**src/rtl/reg_scoreboard.sv**
```systemverilog
// Register scoreboard: per-register pending-write counters that stall decode on RAW hazards.
// Optional macro SB_WB_BYPASS_EN lets a source retiring in writeback this cycle stop stalling.
`ifndef RNONE
`define RNONE 5'd15
`endif

module reg_scoreboard #(
  parameter int NREGS = 16,
  parameter int CNT_W = 3
) (
  input  logic             clk,
  input  logic             rst_n,
  input  logic             flush,
  input  logic [4:0]       d_srcA,
  input  logic [4:0]       d_srcB,
  input  logic [4:0]       d_dstE,
  input  logic [4:0]       d_dstM,
  input  logic             d_issue,
  input  logic             W_valid,
  input  logic [4:0]       W_dstE,
  input  logic [4:0]       W_dstM,
  input  logic             sq_valid,
  input  logic [4:0]       sq_dstE,
  input  logic [4:0]       sq_dstM,
  output logic             d_stall,
  output logic [NREGS-1:0] busy_mask,
  output logic             err_ovf,
  output logic             err_unf
);

  // Two spare bits hold the +2/-4 swing; the top bit doubles as the sign.
  localparam int SUM_W = CNT_W + 2;
  localparam logic [SUM_W-1:0] CNT_MAX = SUM_W'((1 << CNT_W) - 1);

  logic [CNT_W-1:0] cntQ [NREGS];
  logic [CNT_W-1:0] cntD [NREGS];
  logic [SUM_W-1:0] net  [NREGS];
  logic [NREGS-1:0] busyD, pendVec, ovfVec, unfVec;
  logic             acc;

  function automatic logic [1:0] hits(input logic v, input logic [4:0] a,
                                      input logic [4:0] b, input int r);
    hits = {1'b0, v && (a == 5'(r))} + {1'b0, v && (b == 5'(r))};
  endfunction

  assign acc = d_issue & ~d_stall;

  always_comb begin : pendCalc
    // NOTE: every combinational output is assigned a default first, so no path can infer a latch.
    pendVec = '0;
    d_stall = 1'b0;
    for (int r = 1; r < NREGS; r++) begin
      if (5'(r) != `RNONE) begin
`ifdef SB_WB_BYPASS_EN
        // The register file writes on the falling edge, so a same-cycle retire is readable.
        pendVec[r] = SUM_W'(cntQ[r]) > SUM_W'(hits(W_valid, W_dstE, W_dstM, r));
`else
        pendVec[r] = cntQ[r] != '0;
`endif
      end
    end
    for (int r = 1; r < NREGS; r++) begin
      if (pendVec[r] && (d_srcA == 5'(r) || d_srcB == 5'(r))) d_stall = 1'b1;
    end
  end

  always_comb begin : countNext
    busyD  = '0;
    ovfVec = '0;
    unfVec = '0;
    for (int r = 0; r < NREGS; r++) begin
      net[r]  = '0;
      cntD[r] = '0;
      if (r != 0 && 5'(r) != `RNONE) begin
        net[r] = SUM_W'(cntQ[r]) + SUM_W'(hits(acc, d_dstE, d_dstM, r))
               - SUM_W'(hits(W_valid, W_dstE, W_dstM, r))
               - SUM_W'(hits(sq_valid, sq_dstE, sq_dstM, r));
        if (net[r][SUM_W-1]) begin
          unfVec[r] = 1'b1;
        end else if (net[r] > CNT_MAX) begin
          cntD[r]   = '1;
          ovfVec[r] = 1'b1;
        end else begin
          cntD[r] = net[r][CNT_W-1:0];
        end
      end
      busyD[r] = cntD[r] != '0;
    end
  end

  always_ff @(posedge clk or negedge rst_n) begin
    if (!rst_n) begin
      // NOTE: the counter array is reset too; a stale count would hold decode forever.
      for (int r = 0; r < NREGS; r++) cntQ[r] <= '0;
      busy_mask <= '0;
      err_ovf   <= 1'b0;
      err_unf   <= 1'b0;
    end else if (flush) begin
      for (int r = 0; r < NREGS; r++) cntQ[r] <= '0;
      busy_mask <= '0;
    end else begin
      for (int r = 0; r < NREGS; r++) cntQ[r] <= cntD[r];
      busy_mask <= busyD;
      err_ovf   <= err_ovf | (|ovfVec);
      err_unf   <= err_unf | (|unfVec);
    end
  end

endmodule

```
**config.mk**
```make
export PLATFORM = sky130hd
export DESIGN_NAME = reg_scoreboard
export DESIGN_NICKNAME = d
export VERILOG_FILES = /design/src/rtl/reg_scoreboard.sv
export SDC_FILE = /design/constraint.sdc
export NUM_CORES = 1
export LEC_CHECK = 0
export CAP_MARGIN = 20
export CORE_UTILIZATION = 53
export DETAILED_ROUTE_END_ITERATION = 6
export PLACE_DENSITY = 0.9
export REMOVE_ABC_BUFFERS = 1
export SLEW_MARGIN = 20
export SYNTH_ARGS = -nofsm -noshare
export SYNTH_HDL_FRONTEND = slang
export SYNTH_SLANG_ARGS = --single-unit
export TNS_END_PERCENT = 10
```
**constraint.sdc**
```tcl
create_clock -name clk -period 3.95 [get_ports clk]
set_input_delay 0.79 -clock clk [delete_from_list [all_inputs] [get_ports clk]]
set_output_delay 0.79 -clock clk [all_outputs]
set_load 0.1 [all_outputs]
```
# == After elaboration in Yosys (flattened, before gate mapping) ==
# Cells that the tools add are included.
# word_totals
output_inout_bits,19
in_bits,46
wordCells,459
ff_bits,60
# classes
bitwise,4
n_reduce_logical,142
eq_ne,112
magnitude_cmp,14
n_mux,86
add_sub_neg,84
# ops
cell,count
5-bit by 4-bit equality test with 1-bit output (second input constant),56
5-bit by 3-bit equality test with 1-bit output (second input constant),32
1-bit logical AND,98
1-bit by 1-bit adder with 2-bit output,42
3-bit two-way mux,28
3-bit nonzero test,28
5-bit by 2-bit equality test with 1-bit output (second input constant),16
5-bit by 3-bit greater-than comparator with 1-bit output (second input constant),14
4-bit by 2-bit subtractor with 5-bit output,14
5-bit by 2-bit subtractor with 5-bit output,14
3-bit by 2-bit adder with 4-bit output,14
1-bit two-way mux,56
45-bit two-way mux,1
5-bit by 1-bit equality test with 1-bit output (second input constant),8
14-bit OR reduction,2
15-bit two-way mux,1
1-bit logical OR,14
1-bit bitwise OR,2
1-bit bitwise AND,1
1-bit NOT,1

# == Longest topological paths before layout ==
# depth
depth_word,29
ltp_mapped,18
mapped_depth_nobuf,17

# == Least setup slack after synthesis ==
# No wires, ideal clock.
# synth_timing
kind,in2reg
from,in d_srcB[1]
to,reg err_ovf
cell_stages,15
setup_slack_ns,-0.832
arrival_ns,4.653
n_path_buf,2
t_required_ns,3.822
setup_time_ns,0.128
cell_sequence,and3b_1 > a22oi_1 > o22ai_1 > or4_4 > buf_6 > buf_2 > nor4_1 > fa_1 > fa_1 > fa_1 > ha_1 > ha_1 > nor4_1 > a41oi_1 > or2_2
# synth_between
elab_chain_cells,29
word_cells_on_any_way,186
cone_classes,add/sub (56); order compare (14); eq/ne (14); mux (42); bitwise (3); reduce/logical (57)
# synth_rtl
item,line_no,rtl
"start, declared",15,"input logic [4:0] d_srcB,"
5-bit by 1-bit equality test with 1-bit output,63,if (pendVec[r] && (d_srcA == 5'(r) || d_srcB == 5'(r))) d_stall = 1'b1;
1-bit logical OR,63,
1-bit logical AND,63,
1-bit two-way mux (13 in a row),63,
1-bit two-way mux (*),63,
1-bit NOT (*),46,assign acc = d_issue & ~d_stall;
1-bit bitwise AND (*),46,
1-bit logical AND,43,"hits = {1'b0, v && (a == 5'(r))} + {1'b0, v && (b == 5'(r))};"
1-bit by 1-bit adder with 2-bit output,43,
3-bit by 2-bit adder with 4-bit output,75,"net[r] = SUM_W'(cntQ[r]) + SUM_W'(hits(acc, d_dstE, d_dstM, r))"
4-bit by 2-bit subtractor with 5-bit output,76,"- SUM_W'(hits(W_valid, W_dstE, W_dstM, r))"
5-bit by 2-bit subtractor with 5-bit output,77,"- SUM_W'(hits(sq_valid, sq_dstE, sq_dstM, r));"
5-bit by 3-bit greater-than comparator with 1-bit output,80,end else if (net[r] > CNT_MAX) begin
1-bit two-way mux,80,
1-bit two-way mux,78,if (net[r][SUM_W-1]) begin
14-bit OR reduction (*),104,err_ovf <= err_ovf | (|ovfVec);
1-bit bitwise OR (*),104,
"end signal, assigned",104,
"end, declared",27,"output logic err_ovf,"
# Mark *: on every way between the ends. The rest lies on a longest branch, timed or not.
# A chain may end at the register's enable or synchronous reset.

# == Worst setup path after layout ==
# layout_timing
from,in d_srcB[2]
to,reg err_ovf
# Same word-level chain as after synthesis.

==> flow_summary.ini <==
[status]
status = finished, violations left
violations = negative setup slack

[worst_setup_path]
r2r_slack_ns = -0.83
critical_path_class = input port to flop
arrival_ns = 5.31
crit_required_ns = 4.19
reg2reg_depth = 17
timing.rr.end = err_ovf
path_max_fanout = 6
start_kind = input port
critPathCaptureType = flop
r2r-start = cntQ[39]

[sta]
finalCriticalPeriod_ns = 5.06
finalHoldViolCount = 0
post-route-period-util = 1.28
rsz0062_at_grt = yes
worst_slew_pin_slew_ns = 1.03
finalSetupViolCount = 58
fin_worst_skew_ns = 0.00785
worst_slack_ns = -1.11
timing.fmax_ghz = 0.198
fin_tns_setup_ns = -35.49
relSlewSlack = 0.314
drv_slew = 0

[yosys]
yosysTopAreaCellShare = 0.248
synthSimpleGateAreaFrac = 0.224
ys_types = 35
synth_top_family_by_area = adder cells
synth_top_cell_by_area = dfrtp_1
synth_area_leaders = dfrtp_1 25%, fa_1 24%, ha_1 12%
async_flop_share = 1.00
ys_seq_elements = 58
syn_inst = 645
synth_edf_count = 0
ys_warn_count = 0
ys_seq_area_frac = 0.248
synth_fa_ha_area_frac = 0.359
synth_flop_cell = dfrtp_1
synth_area_um2 = 5850
synth_compound_area_frac = 0.0658
synth_mux_area_frac = 0
syn_area_per_cell_um2 = 9.08
synth-xor-area-share = 0

[finish]
ff_latch_area_um2 = 1450
nets = 1035
fillers = 535
drive_gt1_frac = 0.385
multiInputGateArea_um2 = 4680
area_growth_pct = 52.2
n_antenna_cell = 0

[worst_hold_path]
hold_end = err_ovf
holdPathStages = 1
worstHoldStart = err_ovf
hp-class = flop to flop

[place]
dp_hpwl_mm = 14.7
place.gp.congestion = 0.970
numPortBuffers = 62
pre_cts_ws_ns = -1.91

[power_and_ir_drop]
p_leak_nw = 4.06
max-vdd-ir-drop_mv = 0.682
power_density_nw_per_um2 = 695

[global_route]
grt_antenna_before_repair = 0
overflow = 0
grt_pass1_vias = 6429
grt_pass1_wl_mm = 32.5
grt_use_total = 0.384
grt_max_degree = 44

[clocking]
clock_latency_ns = 0.36
cts_made_buffers = 9
ctsHtreeMaxLevel = 3
cts_sinks = 58
cts.clk_slew.worst_paths_ns = 0.08
clockBufferDepth = 2
cts_tree = done
cts-root-buf = clkbuf_8

[floorplan]
io-pin-count = 65
fp.dieW_um = 107
core_um2 = 10800
dieArea_um2 = 11500
dieHeight_um = 107
start_util = 0.542
fp-row-count = 38

[detailed_routing]
antenna_left = 0
drc_errors = 0
drt-initial-drc-count = 525
viasPerCell = 5.94
firstDrtPassIters = 5
wl_per_cell_um = 21.6
drt_wl_total_mm = 21.8
num_vias = 5992

[run]
cap_viol_max_count = 0
-- cells by family (layout without fill, tap and decap cells) --
| family | after synthesis | count (layout) |
|---|---|---|
| AND/OR/NAND/NOR | 239 | 240 |
| buffers and inverters | 156 | 377 |
| adder cells (fa/ha/maj) | 126 | 126 |
| other | 1 | 2 |
| AO/OA/AOI/OAI | 65 | 65 |
| flip-flops | 58 | 58 |
-- per-layer routing --
layer | global-route usage | routed length, um | vias to the layer above
li1 | - | - | 2553
met5 | 0 | 0 | -
met4 | 0.250 | 1830 | 0
met1 | 0.416 | 7660 | 2932
met3 | 0.103 | 1790 | 142
met2 | 0.660 | 10500 | 365
-- layout by cell type, fill, tap and decap left out, drive strengths merged, types with 16 or more instances in the layout --
| cell type | count |
|---|---|
| a21oi | 42 |
| dfrtp | 58 |
| nor3 | 30 |
| nor2 | 47 |
| ha | 56 |
| or2 | 16 |
| nor4 | 28 |
| or3 | 18 |
| buf | 169 |
| inv | 144 |
| nand2 | 27 |
| clkdlybuf4s50 | 50 |
| fa | 70 |
-- final cells by class --
class,instances,area share
multi-input cells,433,0.525
repair buffers,219,0.210
flip-flops and latches,58,0.163
inverters,142,0.0598
well taps,140,0.0197
clock buffers,9,0.0139
clock inverters,7,0.00871
-- critical path: stages --
cell     delay [ns]
buf_2          0.14
buf_6          0.13
nor2_1         0.09
a22oi_2        0.24
o22ai_2        0.17
or4_4          0.58
buf_8          0.16
buf_4          0.13
buf_6          0.12
nor4_4         0.33
fa_1           0.52
fa_2           0.37
fa_2           0.38
ha_2           0.21
ha_4           0.17
nor4_4         0.22
buf_4          0.17
a41oi_2        0.11
or2_4          0.27
-- how the worst max path moves through the flow --
stage	cells past startpoint	to	from	slack, ns
final	19	err_ovf	d_srcB[2]	-1.11
after global routing	19	err_ovf	d_srcA[4]	-1.17
after CTS	18	err_ovf	d_srcB[0]	-0.71
after detailed placement	16	err_ovf	d_srcA[4]	-1.91
after global placement	16	err_ovf	d_srcA[4]	-1.76
after floorplan	12	err_ovf	d_srcB[0]	-1.03
-- Yosys cell counts (3+ instances only) --
cell and number:
a21oi_1 42, a22oi_1 11, a32oi_1 3, and3b_1 6, clkbuf_1 9, dfrtp_1 58, fa_1 70, ha_1 56
inv_1 142, nand2_1 27, nand2b_1 10, nand3_1 15, nand4b_1 4, nor2_1 47, nor2b_1 13, nor3_1 30
nor3b_1 10, nor4_1 28, o22ai_1 5, or2_2 16, or3_1 18, or4_1 6
-- where the power goes --
part	internal [mW]	switching, mW
Combinational	1.93	2.71
Clock	0.297	0.292
Sequential	0.851	0.116
-- flip-flops by register name, indices dropped and copies added (netlist names) --
name / cells
busy_mask: 14
cntQ: 42
err_ovf: 1
err_unf: 1
-- through the flow --
step,hold WS [ns],cells,power [mW],area [um2],util
global route,0.561,1008,6.55,8910,0.825
detailed placement,0.509,981,4.55,7720,0.715
global placement,0.508,981,4.33,7720,0.715
floorplan,0.494,632,3.13,5790,-
CTS,0.547,1004,5.80,8720,0.808
finish,0.567,1008,6.19,8910,0.825
-- what timing repair did --
| action | in CTS | in global routing |
|---|---|---|
| cloned | 2 | 0 |
| resized for setup | 198 | 35 |
| setup buffers | 6 | 4 |
| endpoints found under the setup margin | 58 | 58 |
| pin swaps | 44 | 31 |
| hold buffers | 0 | 0 |
Note: power is estimated with default switching activity, not from simulation.
